[config.mk]
export PLATFORM = sky130hd
export DESIGN_NAME = updown_mod_counter
export DESIGN_NICKNAME = d
export VERILOG_FILES = /design/src/rtl/updown_mod_counter.sv
export SDC_FILE = /design/constraint.sdc
export NUM_CORES = 1
export LEC_CHECK = 0
export CORE_AREA = 2 2 42 44
export CTS_CLUSTER_SIZE = 24
export DETAILED_ROUTE_END_ITERATION = 7
export DIE_AREA = 0 0 44 46
export DONT_BUFFER_PORTS = 1
export PLACE_DENSITY = 0.45
export SLEW_MARGIN = 20
export SYNTH_ARGS = -nofsm -noshare
export SYNTH_HDL_FRONTEND = slang
export SYNTH_SLANG_ARGS = --single-unit
[constraint.sdc]
create_clock -name clk -period 2.6 [get_ports clk]
set_input_delay 0.52 -clock clk [delete_from_list [all_inputs] [get_ports clk]]
set_output_delay 0.52 -clock clk [all_outputs]
set_load 0.05 [all_outputs]
[src/rtl/updown_mod_counter.sv]
// Up/down modulo counter with wrap-around or ping-pong (bounce) mode,
// synchronous clear/load, terminal count and registered wrap pulse.
module updown_mod_counter #(
  parameter int unsigned WIDTH     = 3,
  parameter int unsigned MAX_COUNT = 7
) (
  input  logic             clk,
  input  logic             rst,
  input  logic             en,
  input  logic             updown,
  input  logic             pingpong,
  input  logic             clr,
  input  logic             load,
  input  logic [WIDTH-1:0] din,
  output logic [WIDTH-1:0] q,
  output logic [WIDTH-1:0] qb,
  output logic             dir,
  output logic             tc,
  output logic             wrap
);

  localparam longint unsigned max_legal = (64'd1 << WIDTH) - 64'd1;

  // Reject illegal parameterisations at elaboration time
  generate
    if (WIDTH < 1 || WIDTH > 32 || MAX_COUNT < 1 || 64'(MAX_COUNT) > max_legal) begin : g_bad_param
      $error("updown_mod_counter: illegal WIDTH/MAX_COUNT combination");
    end
  endgenerate

  localparam logic [WIDTH-1:0] max_q = WIDTH'(MAX_COUNT);

  logic             dir_r;
  logic             dir_n;
  logic             wrap_n;
  logic             step_up;
  logic [WIDTH-1:0] q_n;

  assign qb  = ~q;
  assign dir = pingpong ? dir_r : updown;
  assign tc  = dir ? (q == max_q) : (q == '0);

  // Next-state: clr > load > step > hold
  always_comb begin
    q_n     = q;
    wrap_n  = 1'b0;
    dir_n   = dir_r;
    step_up = dir_r;
    if (clr) begin
      q_n = '0;
    end else if (load) begin
      q_n = (din > max_q) ? max_q : din;
    end else begin
      if (!pingpong) begin
        dir_n = updown;
      end
      if (en) begin
        if (!pingpong) begin
          if (updown) begin
            if (q == max_q) begin
              q_n    = '0;
              wrap_n = 1'b1;
            end else begin
              q_n = q + WIDTH'(1);
            end
          end else begin
            if (q == '0) begin
              q_n    = max_q;
              wrap_n = 1'b1;
            end else begin
              q_n = q - WIDTH'(1);
            end
          end
        end else begin
          // At an end point the bounce and the step happen on the same edge
          step_up = tc ? ~dir_r : dir_r;
          dir_n   = step_up;
          q_n     = step_up ? (q + WIDTH'(1)) : (q - WIDTH'(1));
        end
      end
    end
  end

  always_ff @(posedge clk or posedge rst) begin
    if (rst) begin
      q     <= '0;
      wrap  <= 1'b0;
      dir_r <= 1'b1;
    end else begin
      q     <= q_n;
      wrap  <= wrap_n;
      dir_r <= dir_n;
    end
  end

endmodule

[Word level (Yosys, flattened, before mapping)]
Index checks and enable logic that the tools add are counted.
Word-level totals
  word-level logic and storage cells: 35
  flip-flop bits (word level): 5
Cells by class
  add/sub/neg operators: 2
  bitwise operators: 4
  $lt $le $gt $ge: 1
  reductions and logical operators: 3
  eq/ne operators: 1
  muxes and demuxes: 21
Operator list (number)
  3-bit two-way mux: 9
  1-bit two-way mux: 12
  3-bit by 1-bit adder with 3-bit output, second input constant: 1
  3-bit == test, second input constant: 1
  3-bit greater-than comparator, second input constant: 1
  3-bit logical NOT: 1
  1-bit NOT: 3
  3-bit NOT: 1
  3-bit nonzero test: 1
  3-bit by 1-bit subtractor with 3-bit output, second input constant: 1
  2-bit AND reduction: 1

[Longest topological paths before layout]
  depth in word-level cells: 8
  depth in mapped cells: 7

[Worst setup path before layout]
OpenSTA, ideal clock, no wires.
  path kind: reg2out
  from: register q[0]
  to: output port tc
  setup slack: -0.434 ns
  data arrival time: 2.514 ns
  stages on the path, launching flop included: 5
  cell sequence: dfrtp_1 > inv_1 > ha_1 > nand2_1 > o21ai_0
On the way
  longest elaborated chain between the ends: 2
RTL lines
  start: declaration: line 15  | output logic [WIDTH-1:0] q,
  start signal: assignment: line 90  | q <= q_n;
  3-bit == test / 3-bit logical NOT (equally long branches): line 41  | assign tc = dir ? (q == max_q) : (q == '0);
  1-bit two-way mux *: line 41
  end: declaration: line 18  | output logic tc,
Mark *: on every way between the ends. The rest lies on a longest branch, timed or not.

[Final worst setup path]
  from: register q[1]
  to: output port tc
The elaborated chain is that of the path after synthesis.

==> results.md <==
* Outcome: completed
* Number of hold buffers added after CTS at 0
* Sum of routed wire length over all layers at 1410 um
* Antenna violations before repair at 0
* Final net count at 94
* Number of global-route vias before repair at 508
* Effective utilization at floorplan at 34.1%
* Data arrival time of the critical path at 1.67 ns
* Row count at 15
* Number of warnings reported in the yosys synthesis log at 0
* Type of the setup path with the least slack: reg2out
* Leakage power at 0.271 nW
* Relative area change from synthesis to final layout at 14.8%
* Total negative slack for setup checks at 0 ns
* Post-synthesis area per instance at 7.54 um^2
* Inserted Clock Buffers at 3
* Path class of the lowest-slack min-delay path: in2async
* Slowest Stage Delay on Critical Path at 0.57 ns
* GRT busiest layer: met2
* Routability congestion estimate at 0.774
* I/O pin total at 19
* Layout cell share with drive strength beyond 1 at 21.5%
* TritonCTS sink count at 5
* Largest net degree at the start of global routing at 16
* Crit path required time at 2.08 ns
* Max Clk Rate at 0.456 GHz
* Cell area after technology mapping at 551 um^2
* Post-route minimum period at 2.19 ns
* Core ar. at 1610 um^2
* Detail-routed net length per standard cell at 14.7 um
* Pwr Density at 526 nW/um^2
* Reported max-cap violation count at 0
* Post-cts sizing count at 0
* Count of buffers from port buffering at 0
* Core utilization of the finished layout at 39.1%
* GR Layer Usage met2 at 25.9%
* Routing usage on met3 at 3.17%
* Routed via count divided by cell count at 5.67
* Post-CTS clock slew at the launch and capture registers of the worst setup and hold paths at 0.05 ns
* Number of setup violations in the final report at 0
* Vias at 544
* Vertical die dimension at 46 um
* Number of hold violations in the final report at 0
* Post-CTS setup buffer count at 0
* Cell at the root of the clock tree: clkbuf_4
* Synthesized Nets at 87
* Cell area after placement at 606 um^2
* H-Tree Level Count at 1
* Clock tree from TritonCTS: done
* Fill cells at 174
* Cell with the largest stage delay on the worst path: dfrtp_1
* Seq/Total Area, Yosys at 23.0%
* DP HPWL at 1160 um
* Part of the cycle the worst path needs at 84.4%
* Drt pass-1 iters at 4
* Type of destination of the critical path: primary output
* Cell count after synthesis at 73
* Critical Path Source Type: register
* Count of distinct cell types in the synthesized netlist at 33
* DIE AREA at 2020 um^2
* Global-route total usage across every layer at 16.3%
* Floorplan die width at 44 um
* First DRT Iteration DRCs at 7
* Sum of internal, switching and leakage power at 0.332 mW
* Post-synthesis sequential element count at 5
* Register-to-register setup slack at 0.60 ns
* Remaining DRCs at 0
* Total overflow reported by the global router at 0
* Clock insertion delay at the later pin of the skew report at 0.24 ns
* Remaining antenna violation count after routing at 0
* Setup repair after global routing missed its margin: false
* Worst-case headroom to the max-slew limit at 65.2%
* Worst IR drop on VDD at 0.193 mV
* Number of slew-limit violations in the final report at 0
* Met1 Resource Use GR at 20.5%
* Critical Path Fanout Max at 4
* Number of buffers on the longest clock path at 2
* Cells along the critical path: inv_1 -> ha_1 -> nand2_1 -> o21ai_2 -> buf_12
* First-pass GRT wire length at 2330 um
* Clock skew after layout at 0.000585 ns
* # diodes at 0
* Slew at the pin with the worst max-slew slack at 0.521 ns
* Area of all placed cells without fillers at 632 um^2
## report_power, final
part / internal (mW) / switching [mW] / total (mW)
combinational: 0.0510 / 0.0873 / 0.138
clock: 0.0581 / 0.0338 / 0.0919
sequential: 0.0867 / 0.0156 / 0.102
## cell usage after synthesis
cell       n  share of area (%)
a211o_1    1                1.6
a32o_1     1                1.8
nor3_1     4                3.6
o2111ai_2  1                2.7
and3_4     1                2.0
buf_4      1                1.4
inv_1      5                3.4
o21a_1     1                1.4
a21oi_1    7                6.4
nor3b_1    2                2.7
dfrtp_1    4                 18
clkbuf_1   1               0.68
and3_1     1                1.1
o31ai_1    1                1.4
o32ai_2    1                3.0
o32ai_1    1                1.6
nand2_2    1                1.1
o21ai_0    1               0.91
a21boi_1   1                1.4
buf_6      1                2.0
dfstp_2    1                4.8
nand2b_1   1                1.1
buf_2      1               0.91
o22ai_1    1                1.1
nand3_1    5                4.5
nor4_1     1                1.1
inv_2      1               0.68
nor2_1     6                4.1
o21ai_1    4                3.6
ha_1       4                9.1
nand2_1    8                5.5
nor4b_2    1                2.7
nor2b_1    2                2.3
## layout make-up
type | instances | area (um^2) | area share (%)
well taps | 17 | 21.3 | 3.37
flip-flops and latches | 5 | 126 | 20.0
clock buffers | 4 | 26.3 | 4.16
repair buffers | 6 | 57.6 | 9.11
inverters | 6 | 22.5 | 3.56
multi-input cells | 58 | 378 | 59.8
## critical path, delay by kind of cell (launching register included)
family,cells,cell delay [ns]
fa+ha+maj,1,0.20
compound gates,1,0.21
buf+inv,2,0.31
flops,1,0.57
simple gates,1,0.12
## cells by family (layout without fill, tap and decap cells)
| kind of cell | count (synthesis) | count (layout) | share of synthesized area (%) |
|---|---|---|---|
| and+or+nand+nor | 33 | 33 | 32.0 |
| AOI/OAI and AO/OA | 21 | 21 | 26.8 |
| buffers and inverters | 10 | 16 | 9.09 |
| DFF | 5 | 5 | 23.0 |
| adders and majority gates | 4 | 4 | 9.09 |
## stage by stage
stage                     hold slack (ns)  instances  setup slack [ns]
after floorplan                     0.298         73             0.186
after global placement              0.334         92             0.606
after detailed placement            0.340         92             0.622
after CTS                          0.0768         96             0.388
after global routing               0.0800         96             0.334
final                              0.0720         96             0.407
## placed cells by master (no fill, tap or decap), types with 2 or more instances in the layout
cell type  instances
o21ai_1            4
dfrtp_1            4
ha_1               4
nor2b_1            2
buf_4              5
clkbuf_4           3
nor3_1             4
nor3b_1            2
nand3_1            5
nor2_1             6
a21oi_1            7
nand2_1            8
inv_1              5
## routing by layer
layer / wire (um) / up-vias / part of all wire (%)
li1: - / 276 / -
met1: 623 / 249 / 44
met2: 704 / 13 / 50
met3: 54 / 6 / 3.8
met4: 31 / 0 / 2.2
met5: 0 / - / 0
## state kept, by name (all words and copies together) (netlist names)
| name | cells |
|---|---|
| q | 3 |
| dir_r | 1 |
| wrap | 1 |
## path summary, 6_finish.rpt
kind                                     endpoint               from  cells past startpoint
worst min-delay path               wrap$_DFF_PP0_                rst                      1
min in group clk                 q[0]$_DFFE_PP0P_                clr                      1
worst max register to register   q[2]$_DFFE_PP0P_   q[1]$_DFFE_PP0P_                      7
max in group asynchronous       dir_r$_DFFE_PP1P_                rst                      1
worst max-delay path                           tc   q[1]$_DFFE_PP0P_                      5
worst min register to register  dir_r$_DFFE_PP1P_  dir_r$_DFFE_PP1P_                      2
Power figures use the tool's default switching activity.
